## config.mk

```make
export PLATFORM = sky130hd
export DESIGN_NAME = slave_in_flat
export DESIGN_NICKNAME = d
export VERILOG_FILES = /design/src/rtl/slave_in_if.sv /design/src/rtl/slave_in.sv /design/src/flat_wrapper.sv
export SDC_FILE = /design/constraint.sdc
export NUM_CORES = 1
export LEC_CHECK = 0
export BUFFER_PORTS_ARGS = -buffer_cell sky130_fd_sc_hd__buf_2
export CAP_MARGIN = 20
export CORE_MARGIN = 8
export CORE_UTILIZATION = 45
export CTS_CLUSTER_DIAMETER = 80
export DETAILED_ROUTE_END_ITERATION = 10
export SYNTH_ARGS = -nofsm -noshare
export SYNTH_HDL_FRONTEND = slang
export SYNTH_SLANG_ARGS = --single-unit
```

## constraint.sdc

```tcl
create_clock -name clk -period 7 [get_ports clk]
set_clock_uncertainty 0.15 [all_clocks]
set_input_delay 1.4 -clock clk [delete_from_list [all_inputs] [get_ports clk]]
set_output_delay 1.4 -clock clk [all_outputs]
set_load 0.1 [all_outputs]
```

## src/rtl/slave_in_if.sv

```systemverilog
// Serial bus bundle between the master transmit stage and the slave receive stage,
// plus the parallel local-memory strobes the receiver produces.
interface slave_in_if #(
  parameter int unsigned ADDR_LEN = 12,
  parameter int unsigned DATA_LEN = 8
);
  logic                approval_grant;
  logic                rx_slave_select;
  logic                master_valid;
  logic                rx_address;
  logic                rx_burst_number;
  logic                rx_data;
  logic                write_en;
  logic                read_en;
  logic                slave_ready;
  logic [ADDR_LEN-1:0] mem_addr;
  logic [DATA_LEN-1:0] mem_wdata;
  logic                mem_we;
  logic                mem_re;
  logic                xfer_done;
  logic                rx_error;

  modport slave (
    input  approval_grant, rx_slave_select, master_valid, rx_address, rx_burst_number,
           rx_data, write_en, read_en,
    output slave_ready, mem_addr, mem_wdata, mem_we, mem_re, xfer_done, rx_error
  );

  modport master (
    output approval_grant, rx_slave_select, master_valid, rx_address, rx_burst_number,
           rx_data, write_en, read_en,
    input  slave_ready, mem_addr, mem_wdata, mem_we, mem_re, xfer_done, rx_error
  );
endinterface

```

## src/rtl/slave_in.sv

```systemverilog
// Slave-side serial receiver: matches the slave ID, deserialises address/burst/write data
// (LSB first) and issues one-cycle write/read strobes into local memory.
module slave_in #(
  parameter int unsigned SLAVE_LEN = 2,
  parameter int unsigned ADDR_LEN  = 12,
  parameter int unsigned DATA_LEN  = 8,
  parameter int unsigned BURST_LEN = 12,
  parameter int unsigned SLAVE_ID  = 0,
  parameter int unsigned TIMEOUT   = 15
) (
  input logic       clk,
  input logic       reset,
  slave_in_if.slave bus
);

  localparam int unsigned CntW =
    $clog2(SLAVE_LEN + ADDR_LEN + BURST_LEN + DATA_LEN + TIMEOUT + 2);
  localparam logic [CntW-1:0] SelDone   = CntW'(SLAVE_LEN);
  localparam logic [CntW-1:0] AddrDone  = CntW'(ADDR_LEN);
  localparam logic [CntW-1:0] BurstDone = CntW'(BURST_LEN + 1);
  localparam logic [CntW-1:0] DataDone  = CntW'(DATA_LEN);
  localparam logic [CntW-1:0] IdleLimit = CntW'(TIMEOUT);

  typedef enum logic [2:0] {StIdle, StSelect, StAddr, StWdata, StRdata, StDone} state_e;

  state_e               state_q, state_d;
  logic [CntW-1:0]      sel_cnt_q, sel_cnt_d;
  logic [CntW-1:0]      addr_cnt_q, addr_cnt_d;
  logic [CntW-1:0]      burst_cnt_q, burst_cnt_d;
  logic [CntW-1:0]      data_cnt_q, data_cnt_d;
  logic [CntW-1:0]      idle_cnt_q, idle_cnt_d;
  logic [SLAVE_LEN-1:0] id_q, id_d;
  logic [ADDR_LEN-1:0]  addr_sr_q, addr_sr_d;
  logic [BURST_LEN-1:0] burst_sr_q, burst_sr_d;
  logic [DATA_LEN-1:0]  data_sr_q, data_sr_d;
  logic [BURST_LEN-1:0] beats_q, beats_d;
  logic [BURST_LEN-1:0] index_q, index_d;
  logic                 slave_ready_q, slave_ready_d;
  logic [ADDR_LEN-1:0]  mem_addr_q, mem_addr_d;
  logic [DATA_LEN-1:0]  mem_wdata_q, mem_wdata_d;
  logic                 mem_we_q, mem_we_d;
  logic                 mem_re_q, mem_re_d;
  logic                 xfer_done_q, xfer_done_d;
  logic                 rx_error_q, rx_error_d;

  always_comb begin
    state_d       = state_q;
    sel_cnt_d     = sel_cnt_q;
    addr_cnt_d    = addr_cnt_q;
    burst_cnt_d   = burst_cnt_q;
    data_cnt_d    = data_cnt_q;
    idle_cnt_d    = idle_cnt_q;
    id_d          = id_q;
    addr_sr_d     = addr_sr_q;
    burst_sr_d    = burst_sr_q;
    data_sr_d     = data_sr_q;
    beats_d       = beats_q;
    index_d       = index_q;
    slave_ready_d = slave_ready_q;
    mem_addr_d    = mem_addr_q;
    mem_wdata_d   = mem_wdata_q;
    mem_we_d      = 1'b0;
    mem_re_d      = 1'b0;
    xfer_done_d   = 1'b0;
    rx_error_d    = 1'b0;

    // Losing the bus aborts everything in flight; the partial beat is dropped.
    if (state_q != StIdle && !bus.approval_grant) begin
      state_d       = StIdle;
      rx_error_d    = 1'b1;
      slave_ready_d = 1'b0;
    end else begin
      unique case (state_q)
        StIdle: begin
          if (bus.approval_grant && bus.rx_slave_select) begin
            state_d   = StSelect;
            sel_cnt_d = '0;
          end
        end

        StSelect: begin
          if (sel_cnt_q != SelDone) begin
            id_d      = SLAVE_LEN'({bus.rx_slave_select, id_q} >> 1);
            sel_cnt_d = sel_cnt_q + CntW'(1);
          end else if (id_q == SLAVE_LEN'(SLAVE_ID)) begin
            state_d       = StAddr;
            slave_ready_d = 1'b1;
            addr_cnt_d    = '0;
            burst_cnt_d   = '0;
            idle_cnt_d    = '0;
          end else begin
            state_d = StIdle;
          end
        end

        StAddr: begin
          if (bus.master_valid) begin
            idle_cnt_d = '0;
            if (addr_cnt_q != AddrDone) begin
              addr_sr_d  = ADDR_LEN'({bus.rx_address, addr_sr_q} >> 1);
              addr_cnt_d = addr_cnt_q + CntW'(1);
            end
            // The first burst sample is a pad bit and is discarded.
            if (burst_cnt_q != BurstDone) begin
              if (burst_cnt_q != '0) begin
                burst_sr_d = BURST_LEN'({bus.rx_burst_number, burst_sr_q} >> 1);
              end
              burst_cnt_d = burst_cnt_q + CntW'(1);
            end
            if (addr_cnt_d == AddrDone && burst_cnt_d == BurstDone) begin
              beats_d    = (burst_sr_d == '0) ? BURST_LEN'(1) : burst_sr_d;
              index_d    = '0;
              data_cnt_d = '0;
              if (bus.write_en && !bus.read_en) begin
                state_d = StWdata;
              end else if (bus.read_en && !bus.write_en) begin
                state_d = StRdata;
              end else begin
                state_d       = StIdle;
                rx_error_d    = 1'b1;
                slave_ready_d = 1'b0;
              end
            end
          end else begin
            idle_cnt_d = idle_cnt_q + CntW'(1);
            if (idle_cnt_d == IdleLimit) begin
              state_d       = StIdle;
              rx_error_d    = 1'b1;
              slave_ready_d = 1'b0;
            end
          end
        end

        StWdata: begin
          if (bus.master_valid) begin
            idle_cnt_d = '0;
            data_sr_d  = DATA_LEN'({bus.rx_data, data_sr_q} >> 1);
            data_cnt_d = data_cnt_q + CntW'(1);
            if (data_cnt_d == DataDone) begin
              mem_we_d    = 1'b1;
              mem_wdata_d = data_sr_d;
              mem_addr_d  = addr_sr_q + ADDR_LEN'(index_q);
              data_cnt_d  = '0;
              index_d     = index_q + BURST_LEN'(1);
              if (index_d == beats_q) begin
                state_d = StDone;
              end
            end
          end else begin
            idle_cnt_d = idle_cnt_q + CntW'(1);
            if (idle_cnt_d == IdleLimit) begin
              state_d       = StIdle;
              rx_error_d    = 1'b1;
              slave_ready_d = 1'b0;
            end
          end
        end

        StRdata: begin
          if (index_q != beats_q) begin
            mem_re_d   = 1'b1;
            mem_addr_d = addr_sr_q + ADDR_LEN'(index_q);
            index_d    = index_q + BURST_LEN'(1);
          end else begin
            state_d       = StIdle;
            xfer_done_d   = 1'b1;
            slave_ready_d = 1'b0;
          end
        end

        StDone: begin
          state_d       = StIdle;
          xfer_done_d   = 1'b1;
          slave_ready_d = 1'b0;
        end

        default: state_d = StIdle;
      endcase
    end
  end

  always_ff @(posedge clk or posedge reset) begin
    if (reset) begin
      state_q       <= StIdle;
      sel_cnt_q     <= '0;
      addr_cnt_q    <= '0;
      burst_cnt_q   <= '0;
      data_cnt_q    <= '0;
      idle_cnt_q    <= '0;
      id_q          <= '0;
      addr_sr_q     <= '0;
      burst_sr_q    <= '0;
      data_sr_q     <= '0;
      beats_q       <= '0;
      index_q       <= '0;
      slave_ready_q <= 1'b0;
      mem_addr_q    <= '0;
      mem_wdata_q   <= '0;
      mem_we_q      <= 1'b0;
      mem_re_q      <= 1'b0;
      xfer_done_q   <= 1'b0;
      rx_error_q    <= 1'b0;
    end else begin
      state_q       <= state_d;
      sel_cnt_q     <= sel_cnt_d;
      addr_cnt_q    <= addr_cnt_d;
      burst_cnt_q   <= burst_cnt_d;
      data_cnt_q    <= data_cnt_d;
      idle_cnt_q    <= idle_cnt_d;
      id_q          <= id_d;
      addr_sr_q     <= addr_sr_d;
      burst_sr_q    <= burst_sr_d;
      data_sr_q     <= data_sr_d;
      beats_q       <= beats_d;
      index_q       <= index_d;
      slave_ready_q <= slave_ready_d;
      mem_addr_q    <= mem_addr_d;
      mem_wdata_q   <= mem_wdata_d;
      mem_we_q      <= mem_we_d;
      mem_re_q      <= mem_re_d;
      xfer_done_q   <= xfer_done_d;
      rx_error_q    <= rx_error_d;
    end
  end

  assign bus.slave_ready = slave_ready_q;
  assign bus.mem_addr    = mem_addr_q;
  assign bus.mem_wdata   = mem_wdata_q;
  assign bus.mem_we      = mem_we_q;
  assign bus.mem_re      = mem_re_q;
  assign bus.xfer_done   = xfer_done_q;
  assign bus.rx_error    = rx_error_q;

endmodule

```

## src/flat_wrapper.sv

```systemverilog
// flat-port wrapper written by rule: the top's interface ports become plain ports
module slave_in_flat 
#(
  parameter int unsigned SLAVE_LEN = 2,
  parameter int unsigned ADDR_LEN  = 12,
  parameter int unsigned DATA_LEN  = 8,
  parameter int unsigned BURST_LEN = 12,
  parameter int unsigned SLAVE_ID  = 0,
  parameter int unsigned TIMEOUT   = 15
)
  (clk, reset, bus_approval_grant, bus_rx_slave_select, bus_master_valid, bus_rx_address, bus_rx_burst_number, bus_rx_data, bus_write_en, bus_read_en, bus_slave_ready, bus_mem_addr, bus_mem_wdata, bus_mem_we, bus_mem_re, bus_xfer_done, bus_rx_error);
  slave_in_if #(.ADDR_LEN(ADDR_LEN), .DATA_LEN(DATA_LEN)) bus_i ();
  input logic clk;
  input logic reset;
  input wire logic [$bits(bus_i.approval_grant)-1:0] bus_approval_grant;
  input wire logic [$bits(bus_i.rx_slave_select)-1:0] bus_rx_slave_select;
  input wire logic [$bits(bus_i.master_valid)-1:0] bus_master_valid;
  input wire logic [$bits(bus_i.rx_address)-1:0] bus_rx_address;
  input wire logic [$bits(bus_i.rx_burst_number)-1:0] bus_rx_burst_number;
  input wire logic [$bits(bus_i.rx_data)-1:0] bus_rx_data;
  input wire logic [$bits(bus_i.write_en)-1:0] bus_write_en;
  input wire logic [$bits(bus_i.read_en)-1:0] bus_read_en;
  output wire logic [$bits(bus_i.slave_ready)-1:0] bus_slave_ready;
  output wire logic [$bits(bus_i.mem_addr)-1:0] bus_mem_addr;
  output wire logic [$bits(bus_i.mem_wdata)-1:0] bus_mem_wdata;
  output wire logic [$bits(bus_i.mem_we)-1:0] bus_mem_we;
  output wire logic [$bits(bus_i.mem_re)-1:0] bus_mem_re;
  output wire logic [$bits(bus_i.xfer_done)-1:0] bus_xfer_done;
  output wire logic [$bits(bus_i.rx_error)-1:0] bus_rx_error;
  assign bus_i.approval_grant = bus_approval_grant;
  assign bus_i.rx_slave_select = bus_rx_slave_select;
  assign bus_i.master_valid = bus_master_valid;
  assign bus_i.rx_address = bus_rx_address;
  assign bus_i.rx_burst_number = bus_rx_burst_number;
  assign bus_i.rx_data = bus_rx_data;
  assign bus_i.write_en = bus_write_en;
  assign bus_i.read_en = bus_read_en;
  assign bus_slave_ready = bus_i.slave_ready;
  assign bus_mem_addr = bus_i.mem_addr;
  assign bus_mem_wdata = bus_i.mem_wdata;
  assign bus_mem_we = bus_i.mem_we;
  assign bus_mem_re = bus_i.mem_re;
  assign bus_xfer_done = bus_i.xfer_done;
  assign bus_rx_error = bus_i.rx_error;
  slave_in #(.SLAVE_LEN(SLAVE_LEN), .ADDR_LEN(ADDR_LEN), .DATA_LEN(DATA_LEN), .BURST_LEN(BURST_LEN), .SLAVE_ID(SLAVE_ID), .TIMEOUT(TIMEOUT)) u_core (.clk(clk), .reset(reset), .bus(bus_i));
endmodule
```

Word-level counts from Yosys, hierarchy flattened
Index checks and enable logic that the tools add are counted.
{"block": "totals", "register_bits": 116, "latchBits": 0, "mem_bits_rw": 0, "mem_bits_ro": 0, "n_memories": 0}
{"block": "classes", "addsub": 7, "n_mul": 0, "n_div": 0, "magnitude_cmp": 0, "n_eq_ne": 33, "shift": 0, "mux": 83, "bitwise_logic": 1, "n_reduce_logical": 35}
{"operator": "$mux W12", "count": 14}
{"operator": "$mux W6", "count": 19}
{"operator": "$pmux W6 S2", "count": 5}
{"operator": "$mux W3", "count": 12}
{"operator": "$pmux W12 S3", "count": 1}
{"operator": "$add A6 B1 Y6 const B", "count": 5}
{"operator": "$mux W1", "count": 26}
{"operator": "$eq A6 B4 Y1 const B", "count": 4}
{"operator": "$pmux W12 S2", "count": 1}
{"operator": "$reduce_and A4 Y1", "count": 5}
{"operator": "$pmux W3 S5", "count": 1}
{"operator": "$reduce_and A5 Y1", "count": 3}
{"operator": "$add A12 B1 Y12 const B", "count": 1}
{"operator": "$add A12 B12 Y12", "count": 1}
{"operator": "$eq A12 B12 Y1", "count": 1}
{"operator": "$logic_not A12 Y1", "count": 1}
{"operator": "$ne A12 B12 Y1", "count": 1}
{"operator": "$ne A2 B1 Y1 const B", "count": 6}
{"operator": "$ne A4 B2 Y1 const B", "count": 3}
{"operator": "$ne A6 B4 Y1 const B", "count": 2}
{"operator": "$reduce_bool A6 Y1", "count": 2}
{"operator": "$reduce_bool A2 Y1", "count": 5}
{"operator": "$ne A3 B2 Y1 const B", "count": 3}
{"operator": "$reduce_and A3 Y1", "count": 3}
{"operator": "20 further kinds", "count": 34}

Logic depth before layout (Yosys ltp)
Gate-level depths: netlist of run 1.
{"block": "depth", "depth_word": 11, "mapped_depth": 10, "depth_no_buf": 10}

Worst setup path after synthesis of run 1
Ideal clock, no wire load.
{"block": "synth_path", "path_type": "input port to flip-flop", "from": "input bus_master_valid", "to": "register u_core.addr_sr_q[11]", "setup_ns": 0.125, "t_arrival_ns": 3.052, "required_time_ns": 6.725, "path_slack_ns": 3.673, "cell_stages": 7, "path_cell_list": "clkbuf_1 nand2_1 nor2_1 nand2_1 nor2_1 clkbuf_1 mux2_2"}
{"block": "synth_via", "elab_chain_len": 1}
{"item": "start, declared", "line_no": "flat_wrapper.sv:17", "text": "input wire logic [$bits(bus_i.master_valid)-1:0] bus_master_valid;"}
{"item": "$reduce_and A4 Y1 (no line)"}
{"item": "end signal, assigned", "line_no": "slave_in.sv:211", "text": "addr_sr_q <= addr_sr_d;"}
{"item": "end, declared", "line_no": "slave_in.sv:33", "text": "logic [ADDR_LEN-1:0] addr_sr_q, addr_sr_d;"}
Every way passes these cells.
A chain may end at the register's enable or synchronous reset.

Final worst setup path of run 1
{"block": "layout_path", "from": "input bus_approval_grant", "to": "register u_core.addr_sr_q[9]"}
{"block": "layout_via", "elab_chain_len": 4}
{"item": "start, declared", "line_no": "flat_wrapper.sv:15", "text": "input wire logic [$bits(bus_i.approval_grant)-1:0] bus_approval_grant;"}
{"item": "$logic_not A1 Y1", "line_no": "slave_in.sv:68", "text": "if (state_q != StIdle && !bus.approval_grant) begin"}
{"item": "$logic_and A1 B1 Y1", "line_no": "slave_in.sv:68"}
{"item": "$not A1 Y1 (no line)"}
{"item": "$reduce_and A4 Y1 (no line)"}
Every way passes these cells.

==> results.json, run 1 <==
{
  "worst_pin_slew_ns": 1.02,
  "die_h_um": 136,
  "die_w_um": 136,
  "synth_ff_type": "dfrtp_1",
  "synth_area_um2": 6470,
  "end_kind": "flip-flop",
  "routabilityCongestion": 0.811,
  "ys.warnings.count": 0,
  "cts_resized": 0,
  "p_leak_nw": 3.47,
  "critPathKind": "input port to flip-flop",
  "synth-edff-count": 0,
  "drive_gt1_share_pct": 17.1,
  "post_dp_cell_area_um2": 6790,
  "start_util_pct": 45.2,
  "reg2reg_to": "u_core.state_q[0]$_DFFE_PP0P_",
  "path_delay_family": "simple AND/OR/NAND/NOR gates",
  "rows": 44,
  "worstHoldEndpoint": "u_core.bus.mem_addr[3]$_DFFE_PP0P_",
  "cts_hold_buffers": 0,
  "min-delay-start": "u_core.bus.mem_addr[3]$_DFFE_PP0P_",
  "drc": 0,
  "antenna_found_initial": 0,
  "hold_path_class": "flip-flop to flip-flop",
  "drt_pass1_iterations": 7,
  "post_cts_buffers": 0,
  "cp-start-kind": "input port",
  "hold_violations": 0,
  "synth_fp_nets": 719,
  "critical-path-max-stage-delay_ns": 0.85,
  "viasPerCell": 5.57,
  "r2r_cells": 9,
  "slew_headroom_pct": 31.9,
  "synth-async-reset-ratio_pct": 100,
  "finalSetupTns_ns": 0,
  "drtAntennaViolNets": 0,
  "rrSetupSlack_ns": 3.70,
  "area_growth_pct": 14.4,
  "fin_cells": 908,
  "grt_pass1_vias": 4791,
  "power.density_nw_per_um2": 312,
  "wire_per_inst_um": 15.3,
  "whs_path_depth": 2,
  "dieArea_um2": 18500,
  "clk_path_buf_depth": 2,
  "via_count": 5061,
  "drt_wl_total_um": 13900,
  "final_area_um2": 7400,
  "crit_arrival_ns": 3.91,
  "vdd_drop_max_uv": 167,
  "fin_crit_sh_pct": 53.8,
  "cts_htree_levels": 4,
  "cts_buffers": 17,
  "num_antenna_cells": 0,
  "grt_pass1_wl_um": 23500,
  "min_period_ns": 3.77,
  "cp_max_fo": 14,
  "crit_top_cell": "nor2_1",
  "status": "finished clean",
  "synth_top_area_cell": "dfrtp_1",
  "setup_viol": 0,
  "place_inst": 877,
  "yosys-top-cells-area": "dfrtp_1 (44%), mux2_2 (7.1%), o21ai_0 (6.2%)",
  "nets": 747,
  "root_buffer": "clkbuf_16",
  "yosysTopAreaCellShare_pct": 44.5,
  "io_pins": 35,
  "timing.rr.start": "u_core.addr_cnt_q[0]$_DFFE_PP0P_",
  "core_um2": 14300,
  "grt_max_degree": 61,
  "power.total_mw": 2.31,
  "synthCells": 684,
  "clk_pin_slew_ns": 0.05,
  "place_hpwl_um": 9850,
  "yosys.cell_types.count": 66,
  "maxCapViolations": 0,
  "drv_slew": 0,
  "path_cells": "buf_2, nand2b_1, nor2_1, nand2_1, nor2_1, mux2_2",
  "overflow": 0,
  "drtIter0Drc": 333,
  "avgSynthCellArea_um2": 9.46,
  "cts.sinks": 115,
  "synth.yosys.seq_area_share_pct": 44.5,
  "track_usage_pct": 15.8,
  "portBuffers": 34,
  "cts_tree": "done",
  "critPathRequiredTime_ns": 7.14,
  "rsz0062_at_grt": "no",
  "clkLatencyLatePin_ns": 0.41,
  "path_buf_inv": 1,
  "max_freq_mhz": 265,
  "ys_ff_latch": 115,
  "cp_slowest_cell": "nor2_1"
}
-- metal layers --
metal	wire length [um]	vias to the layer above	global-route usage, %
met4	257	0	7.81
met1	6730	2420	20.6
li1	-	2515	-
met2	6370	108	24.0
met5	0	-	0
met3	533	18	3.66
-- worst max-delay path by stage --
stage	startpoint	endpoint	slack, ns	cells after the start
after floorplan	reset	u_core.addr_cnt_q[0]$_DFFE_PP0P_	2.41	1
after global placement	bus_approval_grant	u_core.addr_sr_q[11]$_DFFE_PP0P_	2.98	6
after detailed placement	bus_approval_grant	u_core.addr_sr_q[7]$_DFFE_PP0P_	2.86	6
after CTS	bus_approval_grant	u_core.addr_sr_q[9]$_DFFE_PP0P_	3.29	6
after global routing	bus_approval_grant	u_core.addr_sr_q[5]$_DFFE_PP0P_	3.04	6
final	bus_approval_grant	u_core.addr_sr_q[9]$_DFFE_PP0P_	3.23	6
-- state kept, by name (all words and copies together) (netlist names), 2 cells and up --
signal / cells
u_core.addr_cnt_q: 6
u_core.addr_sr_q: 12
u_core.beats_q: 12
u_core.burst_cnt_q: 6
u_core.burst_sr_q: 12
u_core.bus.mem_addr: 12
u_core.bus.mem_wdata: 8
u_core.data_cnt_q: 6
u_core.data_sr_q: 7
u_core.id_q: 2
u_core.idle_cnt_q: 6
u_core.index_q: 12
u_core.sel_cnt_q: 6
u_core.state_q: 3
-- stage by stage --
step / worst slack (ns) / utilization [%] / hold slack (ns)
3_3_place_gp: 2.98 / 47.4 / 0.297
2_1_floorplan: 2.41 / - / 0.286
4_1_cts: 3.29 / 51.7 / 0.326
3_5_place_dp: 2.86 / 47.4 / 0.315
6_report: 3.23 / 51.7 / 0.318
5_1_grt: 3.04 / 51.7 / 0.344
-- layout make-up --
| type | instances | area, um^2 |
|---|---|---|
| clock buffer | 22 | 484 |
| clock inverter | 9 | 128 |
| fill | 1308 | 6910 |
| inverter | 24 | 92.6 |
| multi-input combinational | 516 | 3390 |
| sequential | 115 | 2880 |
| tap | 184 | 230 |
| timing repair buffer | 38 | 200 |
-- report_power, final --
part / switching [mW] / internal [mW] / total [mW]
sequential: 0.127 / 0.746 / 0.873
clock: 0.291 / 0.593 / 0.883
combinational: 0.338 / 0.212 / 0.550
total: 0.756 / 1.55 / 2.31
-- worst register-to-register path, delay by kind of cell, from the launching register on --
kind,cells,cell delay (ns)
AOI/OAI and AO/OA,3,0.99
DFF,1,0.47
buffers and inverters,1,0.10
muxes,1,0.33
adders and majority gates,1,0.16
and+or+nand+nor,3,1.00
-- logic make-up (layout without fill, tap and decap cells) --
kind of cell / count (synthesis) / in the layout / synth area share, %
buf+inv: 53 / 93 / 3.17
fa+ha+maj: 25 / 25 / 4.95
simple gates: 243 / 243 / 18.0
xor+xnor: 28 / 28 / 3.79
mux: 56 / 56 / 9.49
flops: 115 / 115 / 44.5
compound gates: 164 / 164 / 16.1
-- Yosys cell counts, drive strengths merged, types with 3 or more instances --
| master | n |
|---|---|
| clkbuf | 22 |
| a31oi | 5 |
| nor3 | 17 |
| nand2b | 9 |
| nor4b | 3 |
| a21oi | 22 |
| nand3b | 3 |
| a21o | 4 |
| nor2 | 54 |
| a22o | 4 |
| or2 | 3 |
| ha | 24 |
| buf | 7 |
| o31ai | 10 |
| nand3 | 26 |
| nand4 | 7 |
| a211o | 3 |
| o21ai | 81 |
| mux2 | 43 |
| dfrtp | 115 |
| nor4 | 7 |
| mux2i | 13 |
| nor2b | 8 |
| nand2 | 82 |
| or3 | 5 |
| and3 | 7 |
| o41ai | 8 |
| inv | 24 |
| nor3b | 3 |
| xnor2 | 9 |
| xor2 | 19 |
-- cell usage in the layout, fill, tap and decap left out, drive strengths merged, types with 7 or more instances in the layout --
cell | netlist | final
o41ai | 8 | 8
buf | 7 | 38
and3 | 7 | 7
xor2 | 19 | 19
clkbuf | 22 | 22
nor3 | 17 | 17
o21ai | 81 | 81
nand2b | 9 | 9
nor4 | 7 | 7
o31ai | 10 | 10
dfrtp | 115 | 115
nand4 | 7 | 7
ha | 24 | 24
mux2i | 13 | 13
nor2b | 8 | 8
mux2 | 43 | 43
inv | 24 | 24
nand3 | 26 | 26
a21oi | 22 | 22
xnor2 | 9 | 9
nand2 | 82 | 82
nor2 | 54 | 54
Power figures use the tool's default switching activity.
==> inputs of run 2 (changes only) <==
==> constraint.sdc (replaced) <==
create_clock -name clk -period 3.3 [get_ports clk]
set_clock_uncertainty 0.15 [all_clocks]
set_input_delay 0.66 -clock clk [delete_from_list [all_inputs] [get_ports clk]]
set_output_delay 0.66 -clock clk [all_outputs]
set_load 0.1 [all_outputs]
==> run 2 against run 1 <==
Net effect:
- non-clock buffer count increased by 14
- register-to-register slack got worse by 3.6 ns
- via count increased by 1.4%
- critical path depth increased by 3
- count of clock-buffer cells in the layout increased by 2
- critical endpoint is now u_core.state_q[0]$_DFFE_PP0P_
- largest cell class unchanged
- highest routed layer unchanged
==> results.json, run 2 (synthesized netlist as in run 1, its figures left out) <==
{
  "status": "finished clean",
  "cts_resized": 0,
  "critical-path-max-stage-delay_ns": 0.46,
  "clkLatencyLatePin_ns": 0.40,
  "end_kind": "flip-flop",
  "cts_htree_levels": 4,
  "num_antenna_cells": 0,
  "hold_path_class": "input port to async pin",
  "viasPerCell": 5.57,
  "max_freq_mhz": 313,
  "critPathKind": "flip-flop to flip-flop",
  "path_cells": "inv_1, ha_1, or3b_4, or3_1, a2111oi_2, nand4_1, a211oi_2, o211ai_2, mux2_1",
  "cp_slowest_cell": "dfrtp_1",
  "endpoint": "u_core.state_q[0]$_DFFE_PP0P_",
  "setup_viol": 0,
  "start_util_pct": 45.2,
  "drv_slew": 0,
  "die_h_um": 136,
  "cp-start-kind": "flip-flop",
  "fin_cells": 921,
  "core_um2": 14300,
  "critPathRequiredTime_ns": 3.43,
  "cts.sinks": 115,
  "clk_pin_slew_ns": 0.05,
  "wire_per_inst_um": 14.9,
  "area_growth_pct": 15.0,
  "cts_hold_buffers": 0,
  "drt_pass1_iterations": 5,
  "vdd_drop_max_uv": 367,
  "whs_ns": 0.275,
  "drtAntennaViolNets": 0,
  "portBuffers": 34,
  "drive_gt1_share_pct": 18.2,
  "num-fill-cells": 1289,
  "via_count": 5130,
  "cts_tree": "done",
  "antenna_found_initial": 0,
  "cp_max_fo": 9,
  "die_w_um": 136,
  "reg2reg_to": "u_core.state_q[0]$_DFFE_PP0P_",
  "crit_arrival_ns": 3.32,
  "power.total_mw": 4.71,
  "fin_crit_sh_pct": 96.8,
  "p_leak_nw": 3.51,
  "drt_wl_total_um": 13700,
  "worst_pin_slew_ns": 0.753,
  "rows": 44,
  "rrSetupSlack_ns": 0.11,
  "final_common_cell": "dfrtp_1",
  "root_buffer": "clkbuf_16",
  "r2r_cells": 9,
  "multi_input_area_um2": 3390,
  "place_inst": 890,
  "timing.rr.start": "u_core.addr_cnt_q[0]$_DFFE_PP0P_",
  "power.density_nw_per_um2": 633,
  "overflow": 0,
  "min_period_ns": 3.19,
  "place_hpwl_um": 9850,
  "io_pins": 35,
  "slew_headroom_pct": 49.4,
  "dieArea_um2": 18500,
  "grt_pass1_vias": 5092,
  "grt_max_degree": 116,
  "crit_start": "u_core.addr_cnt_q[0]$_DFFE_PP0P_",
  "routabilityCongestion": 0.854,
  "nets": 761,
  "track_usage_pct": 15.9,
  "seq_area_um2": 2880,
  "cts_buffers": 17,
  "clk_path_buf_depth": 2,
  "drc": 0,
  "maxCapViolations": 0,
  "drtIter0Drc": 326,
  "layout_common_cells": "dfrtp_1 (115), nand2_1 (82), o21ai_0 (80)",
  "hold_violations": 0,
  "grt_pass1_wl_um": 24000
}
[run 2: worst min-delay path by stage]
stage                                    endpoint  slack, ns  depth (start not counted)
2_1_floorplan    u_core.data_cnt_q[5]$_DFFE_PP0P_       0.29                          1
5_1_grt        u_core.bus.mem_addr[1]$_DFFE_PP0P_       0.32                          3
4_1_cts        u_core.bus.mem_addr[1]$_DFFE_PP0P_       0.31                          3
6_report       u_core.bus.mem_addr[6]$_DFFE_PP0P_       0.27                          3
3_5_place_dp   u_core.bus.mem_addr[3]$_DFFE_PP0P_       0.30                          2
3_3_place_gp   u_core.bus.mem_addr[3]$_DFFE_PP0P_       0.30                          2
[run 2: metrics by stage]
stage	cell area [um^2]	TNS, ns	utilization [%]	setup WS, ns
floorplan	6470	0	-	0.407
global placement	6900	0	48.2	0.305
detailed placement	6900	0	48.2	0.136
CTS	7440	0	52.0	0.112
global route	7440	-0.00543	52.0	-0.00543
finish	7440	0	52.0	0.107
[run 2: area by class of cell]
cell class	instances	share of cell area [%]
Multi-Input combinational cell	516	45.5
Sequential cell	115	38.7
Clock buffer	24	6.47
Inverter	24	1.26
Tap cell	184	3.09
Timing Repair Buffer	52	4.27
Clock inverter	6	0.739
[run 2: timing repair]
item	in CTS	in global routing
setup buffers	0	1
setup endpoints to repair	0	2
endpoints found under the hold margin	0	0
[run 2: worst max-delay path: cells and delay by family, from the launching register on]
family / cells / cell delay, ns
AO/OA/AOI/OAI: 3 / 0.86
adder cells (fa/ha/maj): 1 / 0.20
buffers and inverters: 1 / 0.09
flip-flops: 1 / 0.46
multiplexers: 1 / 0.34
AND/OR/NAND/NOR: 3 / 0.97
[run 2: where the power goes]
group / internal, mW / switching [mW]
Clock: 1.08 / 0.583
Sequential: 1.58 / 0.240
Combinational: 0.484 / 0.746
[run 2: per-layer routing]
layer | vias to the layer above | wire length [um] | track usage, %
li1 | 2552 | - | -
met1 | 2440 | 6490 | 20.4
met2 | 121 | 6410 | 25.2
met3 | 17 | 617 | 3.99
met4 | 0 | 227 | 6.71
met5 | - | 0 | 0
